<file path="src/rtl/cmd_stream_encoder.sv">
// Serializes rasterizer command requests into 32-bit AXI-Stream command words.
// Optional macro CMD_ENCODER_TEX16_PACK_EN: 16-bit payload input, two beats packed per word.
module cmd_stream_encoder #(
    parameter int CMD_STREAM_WIDTH = 32,
    parameter int COUNTER_WIDTH    = 16
) (
    input  logic                        aclk,
    input  logic                        reset,
    input  logic                        s_req_valid,
    output logic                        s_req_ready,
    input  logic [3:0]                  s_req_op,
    input  logic [27:0]                 s_req_imm,
    input  logic [15:0]                 s_req_cfg_data,
    input  logic                        s_payload_axis_tvalid,
    output logic                        s_payload_axis_tready,
`ifdef CMD_ENCODER_TEX16_PACK_EN
    input  logic [15:0]                 s_payload_axis_tdata,
`else
    input  logic [31:0]                 s_payload_axis_tdata,
`endif
    output logic                        m_cmd_axis_tvalid,
    input  logic                        m_cmd_axis_tready,
    output logic                        m_cmd_axis_tlast,
    output logic [CMD_STREAM_WIDTH-1:0] m_cmd_axis_tdata,
    output logic                        busy,
    output logic                        err_bad_op,
    output logic [2:0]                  dbg_state
);

    typedef enum logic [2:0] {
        S_IDLE    = 3'd0,
        S_HEADER  = 3'd1,
        S_PAYLOAD = 3'd2,
        S_CONFIG  = 3'd3
    } state_t;

    localparam logic [3:0] OP_NOP       = 4'd0;
    localparam logic [3:0] OP_TEXTURE   = 4'd1;
    localparam logic [3:0] OP_RENDER    = 4'd2;
    localparam logic [3:0] OP_TRIANGLE  = 4'd4;

    state_t                     state_q;
    logic [3:0]                 op_q;
    logic [27:0]                imm_q;
    logic [15:0]                cfg_q;
    logic [COUNTER_WIDTH-1:0]   load_cnt_q;
    logic [COUNTER_WIDTH-1:0]   word_cnt_d;
    logic                       tvalid_q;
    logic                       tlast_q;
    logic [CMD_STREAM_WIDTH-1:0] tdata_q;
    logic                       busy_q;
    logic                       err_q;
    logic                       load_en;
    logic                       req_fire;
    logic                       op_known;
    logic                       pay_fire;
    logic                       last_load;
`ifdef CMD_ENCODER_TEX16_PACK_EN
    logic                       half_q;
    logic [15:0]                lo_q;
`endif

    // The output register can take a new word when empty or draining this cycle.
    assign load_en   = !tvalid_q || m_cmd_axis_tready;
    assign req_fire  = s_req_ready && s_req_valid;
    assign op_known  = (s_req_op <= OP_TRIANGLE);
    assign last_load = (load_cnt_q == COUNTER_WIDTH'(1));

    assign s_req_ready           = (state_q == S_IDLE) && !reset;
    assign s_payload_axis_tready = (state_q == S_PAYLOAD) && load_en && (load_cnt_q != '0);
    assign pay_fire              = s_payload_axis_tready && s_payload_axis_tvalid;

    assign m_cmd_axis_tvalid = tvalid_q;
    assign m_cmd_axis_tlast  = tlast_q;
    assign m_cmd_axis_tdata  = tdata_q;
    assign busy              = busy_q;
    assign err_bad_op        = err_q;
    assign dbg_state         = state_q;

    always_comb begin
        word_cnt_d = '0;
        case (s_req_op)
            OP_TRIANGLE: word_cnt_d = COUNTER_WIDTH'(s_req_imm[15:2]);
            OP_TEXTURE: begin
                case (s_req_imm[3:0])
                    4'd1:    word_cnt_d = COUNTER_WIDTH'(512);
                    4'd2:    word_cnt_d = COUNTER_WIDTH'(2048);
                    4'd3:    word_cnt_d = COUNTER_WIDTH'(8192);
                    4'd4:    word_cnt_d = COUNTER_WIDTH'(32768);
                    default: word_cnt_d = '0;
                endcase
            end
            default: word_cnt_d = '0;
        endcase
    end

    always_ff @(posedge aclk) begin
        if (reset) begin
            state_q    <= S_IDLE;
            op_q       <= OP_NOP;
            imm_q      <= '0;
            cfg_q      <= '0;
            load_cnt_q <= '0;
            tvalid_q   <= 1'b0;
            tlast_q    <= 1'b0;
            tdata_q    <= '0;
            busy_q     <= 1'b0;
            err_q      <= 1'b0;
`ifdef CMD_ENCODER_TEX16_PACK_EN
            half_q     <= 1'b0;
            lo_q       <= '0;
`endif
        end else begin
            err_q <= req_fire && !op_known;
            if (tvalid_q && m_cmd_axis_tready) begin
                tvalid_q <= 1'b0;
                if (tlast_q) busy_q <= 1'b0;
            end

            case (state_q)
                S_IDLE: begin
                    if (req_fire && op_known) begin
                        op_q       <= s_req_op;
                        imm_q      <= s_req_imm;
                        cfg_q      <= s_req_cfg_data;
                        load_cnt_q <= word_cnt_d;
                        busy_q     <= 1'b1;
                        state_q    <= S_HEADER;
                    end
                end
                S_HEADER: begin
                    if (load_en) begin
                        tvalid_q <= 1'b1;
                        tdata_q  <= {op_q, imm_q};
                        tlast_q  <= (load_cnt_q == '0) && (op_q != OP_RENDER);
                        if (load_cnt_q != '0)     state_q <= S_PAYLOAD;
                        else if (op_q == OP_RENDER) state_q <= S_CONFIG;
                        else                      state_q <= S_IDLE;
                    end
                end
                S_PAYLOAD: begin
                    if (pay_fire) begin
`ifdef CMD_ENCODER_TEX16_PACK_EN
                        // First beat parks in the low half; the second completes the word.
                        if (!half_q) begin
                            half_q <= 1'b1;
                            lo_q   <= s_payload_axis_tdata;
                        end else begin
                            half_q     <= 1'b0;
                            tvalid_q   <= 1'b1;
                            tdata_q    <= {s_payload_axis_tdata, lo_q};
                            tlast_q    <= last_load;
                            load_cnt_q <= load_cnt_q - COUNTER_WIDTH'(1);
                            if (last_load) state_q <= S_IDLE;
                        end
`else
                        tvalid_q   <= 1'b1;
                        tdata_q    <= s_payload_axis_tdata;
                        tlast_q    <= last_load;
                        load_cnt_q <= load_cnt_q - COUNTER_WIDTH'(1);
                        if (last_load) state_q <= S_IDLE;
`endif
                    end
                end
                S_CONFIG: begin
                    if (load_en) begin
                        tvalid_q <= 1'b1;
                        tdata_q  <= {16'h0000, cfg_q};
                        tlast_q  <= 1'b1;
                        state_q  <= S_IDLE;
                    end
                end
                default: state_q <= S_IDLE;
            endcase
        end
    end

endmodule

</file>
<file path="config.mk">
export PLATFORM = sky130hd
export DESIGN_NAME = cmd_stream_encoder
export DESIGN_NICKNAME = d
export VERILOG_FILES = /design/src/rtl/cmd_stream_encoder.sv
export SDC_FILE = /design/constraint.sdc
export NUM_CORES = 1
export LEC_CHECK = 0
export CELL_PAD_IN_SITES_DETAIL_PLACEMENT = 1
export CELL_PAD_IN_SITES_GLOBAL_PLACEMENT = 1
export CORE_ASPECT_RATIO = 0.6
export CORE_UTILIZATION = 38
export DETAILED_ROUTE_END_ITERATION = 10
export PLACE_DENSITY_LB_ADDON = 0.1
export SYNTH_ARGS = -nofsm -noshare
export SYNTH_HDL_FRONTEND = slang
export SYNTH_SLANG_ARGS = --single-unit
</file>
<file path="constraint.sdc">
create_clock -name aclk -period 5.8 [get_ports aclk]
set_input_delay 1.16 -clock aclk [delete_from_list [all_inputs] [get_ports aclk]]
set_output_delay 1.16 -clock aclk [all_outputs]
set_load 0.02 [all_outputs]
</file>
-- Yosys cells after proc, flatten, opt, wreduce, memory -nomap -nowiden
Cells that the tools add are included.
- input bits: 85
- register bits after elaboration: 103
- output and inout port bits: 41
- logic and storage cells: 81
- mux-type cells: 29
- eq/ne operators: 17
- reduce and logical (&&, ||, !) cells: 23
- magnitude comparators: 1
- add/subtract/negate cells: 1
- operator list (operator ; count):
    two-way mux 32 bit ; 3
    case mux 32 bit (3 select lines) ; 1
    case mux 16 bit (2 select lines) ; 2
    case mux 16 bit (4 select lines) ; 1
    two-way mux 16 bit ; 2
    equality test 16 x 1 -> 1 bit (second input constant) ; 1
    zero test 16 bit ; 1
    nonzero test 16 bit ; 1
    subtractor 16 x 1 -> 16 bit (second input constant) ; 1
    two-way mux 3 bit ; 5
    equality test 4 x 2 -> 1 bit (second input constant) ; 3
    case mux 3 bit (4 select lines) ; 1
    two-way mux 1 bit ; 10
    logical AND 1 bit ; 9
    equality test 4 x 1 -> 1 bit (second input constant) ; 2
    equality test 4 x 3 -> 1 bit (second input constant) ; 2
    != test 2 bit (second input constant) ; 4
    equality test 3 x 2 -> 1 bit (second input constant) ; 2
    AND reduction 5 bit ; 1
    <= comparator 4 x 3 -> 1 bit (second input constant) ; 1
    two-way mux 2 bit ; 2
    != test 4 x 2 -> 1 bit (second input constant) ; 1
    AND reduction 4 bit ; 1
    equality test 3 x 1 -> 1 bit (second input constant) ; 1
    other kinds (11) ; 13

-- Depth between registers and ports, before layout
- word-level depth: 7
- mapped depth: 9
- gate-level depth less buffers: 7

-- Worst setup path before layout
Ideal clock, no wire load.
- path type: flip-flop to output port
- start point: register load_cnt_q[0]
- end point: output s_payload_axis_tready
- required time: 4640 ps
- buffers on the path: 1
- stages on the path, launching flop included: 7
- slack: 2802 ps
- data arrival time: 1838 ps
- cells stage by stage: dfxtp_1 > inv_1 > ha_1 > or3b_2 > or4_4 > buf_6 > and3_1
- longest elaborated chain between the ends: 2
- ends and longest elaborated chain (what ; line ; source):
    start: declaration ; 46 ; logic [COUNTER_WIDTH-1:0] load_cnt_q;
    start signal: assignment ; 126 ; load_cnt_q <= word_cnt_d;
    start signal: assignment ; 160 ; load_cnt_q <= load_cnt_q - COUNTER_WIDTH'(1);
    nonzero test 16 bit ; 70 ; assign s_payload_axis_tready = (state_q == S_PAYLOAD) && load_en && (load_cnt_q != '0);
    logical AND 1 bit ; 70 ;
    end: declaration ; 15 ; output logic s_payload_axis_tready,
No other way between the ends.

-- Worst setup path after layout
- start point: input s_req_valid
- end point: register load_cnt_q[2]
- longest elaborated chain between the ends: 4
- ends and longest elaborated chain (what ; line ; source):
    start: declaration ; 9 ; input logic s_req_valid,
    logical AND 1 bit ; 65 ; assign req_fire = s_req_ready && s_req_valid;
    logical AND 1 bit ; 122 ; if (req_fire && op_known) begin
    != test 2 x 1 -> 1 bit (no line) ; n/a ;
    AND reduction 3 bit (no line) ; n/a ;
No other way between the ends.
A chain may end at the register's enable or synchronous reset.

==> impl_metrics.toml <==
[run_status]
outcome = "finished, final reports clean"

[clock_tree]
clk_latency_ps = 340
cts-buffers-inserted = 9
root_buffer = "clkbuf_16"
cts_max_level = 3
cts_resized = 0
cts_buffer_depth = 2
hold_buffers = 0
clkTransAtPathRegs_ps = 70
cts_tree = "built"
post_cts_buffers = 0
cts.sinks = 102

[logic_synthesis]
netlist_area_sq_um = 4650
synth_ff_type = "dfxtp_1"
synth_top_area_cell = "dfxtp_1"
yosysMostFrequentCell = "nand2_1"
seq_area_frac_synth_pct = 43.9
yosys_warnings = 0
async_flop_share_pct = 0
synth_seq_cells = 102
ys_types = 51
avgSynthCellArea_sq_um = 8.09
synth_cells = 575
synth_common_cells = "138 x nand2_1, 102 x dfxtp_1, 82 x a21oi_1, 33 x clkbuf_1, 31 x nor2_1"
synth_area_leaders = "dfxtp_1 44%, nand2_1 11%, a21oi_1 8.8%"
synth_edf_count = 0
yosys.area.top_type_share_pct = 43.9
synth_fp_nets = 663

[global_routing]
grt_pass1_vias = 4609
antenna_found_initial = 0
grt_max_degree = 102
grt_pass1_wl_microns = 24500
groute.usage.overall_pct = 25.2
grt_overflow = 0

[critical_path]
cp-end-kind = "flop"
crit_slowest_cell = "o21ai_1"
worstPathCellList = "clkdlybuf4s50_1 > or4b_2 > a211o_2 > o21ai_1 > o21ai_0 > a31o_2"
cp_data_arrival_time_ps = 4300
crit_buf_inv = 1
critPathRequiredTime_ps = 6030
critPathKind = "input pin to flop"
critPathMaxFanout = 49
max_stage_delay_ps = 760
path_delay_family = "compound AO/OA/AOI/OAI gates"
reg2reg_from = "dbg_state[1]"
rrSetupSlack_ps = 2660
worst-path-stages = 6
start_kind = "input pin"
timing.rr.end = "load_cnt_q[2]"
r2r_cells = 5

[power]
finalPower_w = 0.00145
p_int_w = 0.00109
switching_share_pct = 24.9
pwr-share-seq_pct = 49.9
combinationalPowerShare_pct = 12.1
cellLeakagePower_nw = 2.02
pwr-share-clk_pct = 38.0
power.density_nw_per_um2 = 233
p_switching_w = 0.000361
ir_drop_v = 0.000160

[floorplanning]
die_w_microns = 145
ios = 126
initial_core_util_pct = 40.1
die_h_microns = 87.7
die-area_sq_um = 12700
core_sq_um = 11600
fp-row-count = 30

[sta]
post-route-min-period_ps = 4070
hold_viol_final = 0
tightestPinTransition_ps = 1160
relSlewSlack_pct = 22.4
drv_slew = 0
grt_setup_unrepaired = "false"
setup_viol = 0
clock.fmax_mhz = 246
fin_worst_skew_ps = 6.54
fin_hold_ws_ps = 456
post-route-period-util_pct = 70.1
tns_ps = 0

[drt]
wl_microns = 15600
wire_per_inst_microns = 18.7
vias = 4660
vias_per_cell = 5.58
drtIter0Drc = 388
route.detailed.drc = 0
ant_nets = 0
first_pass_iters = 5

[place]
routabilityCongestion = 0.853
numPortBuffers = 124
postPlaceCellArea_sq_um = 5940
hpwlAfterDp_microns = 10900

[finish]
drive_above_1_share_pct = 7.70
finish.utilization_pct = 53.5
final_cell_area_sq_um = 6210
nets = 760
antenna_cells = 0
area_growth_pct = 33.4

[min_path]
min_path_type = "flop to flop"
holdCritStartpoint = "m_cmd_axis_tdata[3]"
hold_depth = 2
whs_endpoint = "m_cmd_axis_tdata[3]"

[flow_run]
cap_viol_max_count = 0
how the worst max path moves through the flow:
stage | from | end | slack, ps
floorplan | load_cnt_q[0] | s_payload_axis_tready | 2800
global placement | s_req_valid | load_cnt_q[2] | 1470
detailed placement | s_req_valid | load_cnt_q[2] | 1400
CTS | s_req_valid | load_cnt_q[2] | 1770
global route | s_req_valid | load_cnt_q[2] | 1630
finish | s_req_valid | load_cnt_q[2] | 1730
cell usage in the layout (no fill, tap or decap), drive strengths merged, types with 3 or more instances in the layout:
cell type and count:
nor4 8, or4 4, dfxtp 102, a211oi 3, o21ai 19, a221oi 16
nor4b 3, a31oi 5, or3b 3, nand2b 3, clkdlybuf4s50 123, nand3 6
a21oi 83, and3 4, nor3 25, inv 12, clkbuf 9, mux2i 17
a32o 8, nand2 138, ha 3, o211ai 16, buf 8, nor2 31
power by group through the flow:
stage / clock network [W] / logic [W] / registers (W)
4_1_cts: 0.000567 / 0.000175 / 0.000723
6_report: 0.000551 / 0.000175 / 0.000723
3_3_place_gp: 0 / 0.000170 / 0.000738
5_1_grt: 0.000596 / 0.000187 / 0.000724
3_5_place_dp: 0 / 0.000174 / 0.000739
2_1_floorplan: 0 / 0.0000736 / 0.000742
per-layer routing:
metal / track usage (%) / vias up / share of wire [%]
met2: 39.5 / 154 / 44
met4: 5.36 / 0 / 0.91
met5: 0 / - / 0
met3: 4.26 / 11 / 6.3
li1: - / 2219 / -
met1: 36.3 / 2276 / 49
area by class of cell:
| type | instances | area [sq um] |
|---|---|---|
| clock inverter | 5 | 37.5 |
| multi-input combinational | 417 | 2370 |
| inverter | 11 | 41.3 |
| tap | 160 | 200 |
| fill | 1355 | 5390 |
| sequential | 102 | 2040 |
| clock buffer | 9 | 225 |
| timing repair buffer | 131 | 1290 |
cell families after synthesis:
logic type               after synthesis  synth area share, %
AO/OA/AOI/OAI                        162                 22.2
XOR/XNOR                               1                0.188
adder cells (fa/ha/maj)                3                0.807
buffers and inverters                 56                 5.49
flip-flops                           102                 43.9
multiplexers                          17                 3.66
other                                  1               0.0806
AND/OR/NAND/NOR                      233                 23.7
worst reg2reg max path, delay by kind of cell (launching register included):
| kind | cells | cell delay, ps |
|---|---|---|
| AO/OA/AOI/OAI | 4 | 1990 |
| AND/OR/NAND/NOR | 1 | 750 |
| flip-flops | 1 | 310 |
registers in the layout, indices dropped and copies added (netlist names), 2 cells and up:
name / count
m_cmd_axis_tdata: 32
imm_q: 28
cfg_q: 16
load_cnt_q: 16
op_q: 4
dbg_state: 2
stage by stage:
stage / std cells / setup WS (ps)
5_1_grt: 835 / 1630
4_1_cts: 835 / 1770
3_3_place_gp: 821 / 1470
2_1_floorplan: 575 / 2800
3_5_place_dp: 821 / 1400
6_report: 835 / 1730
(Power assumes the default switching activity.)
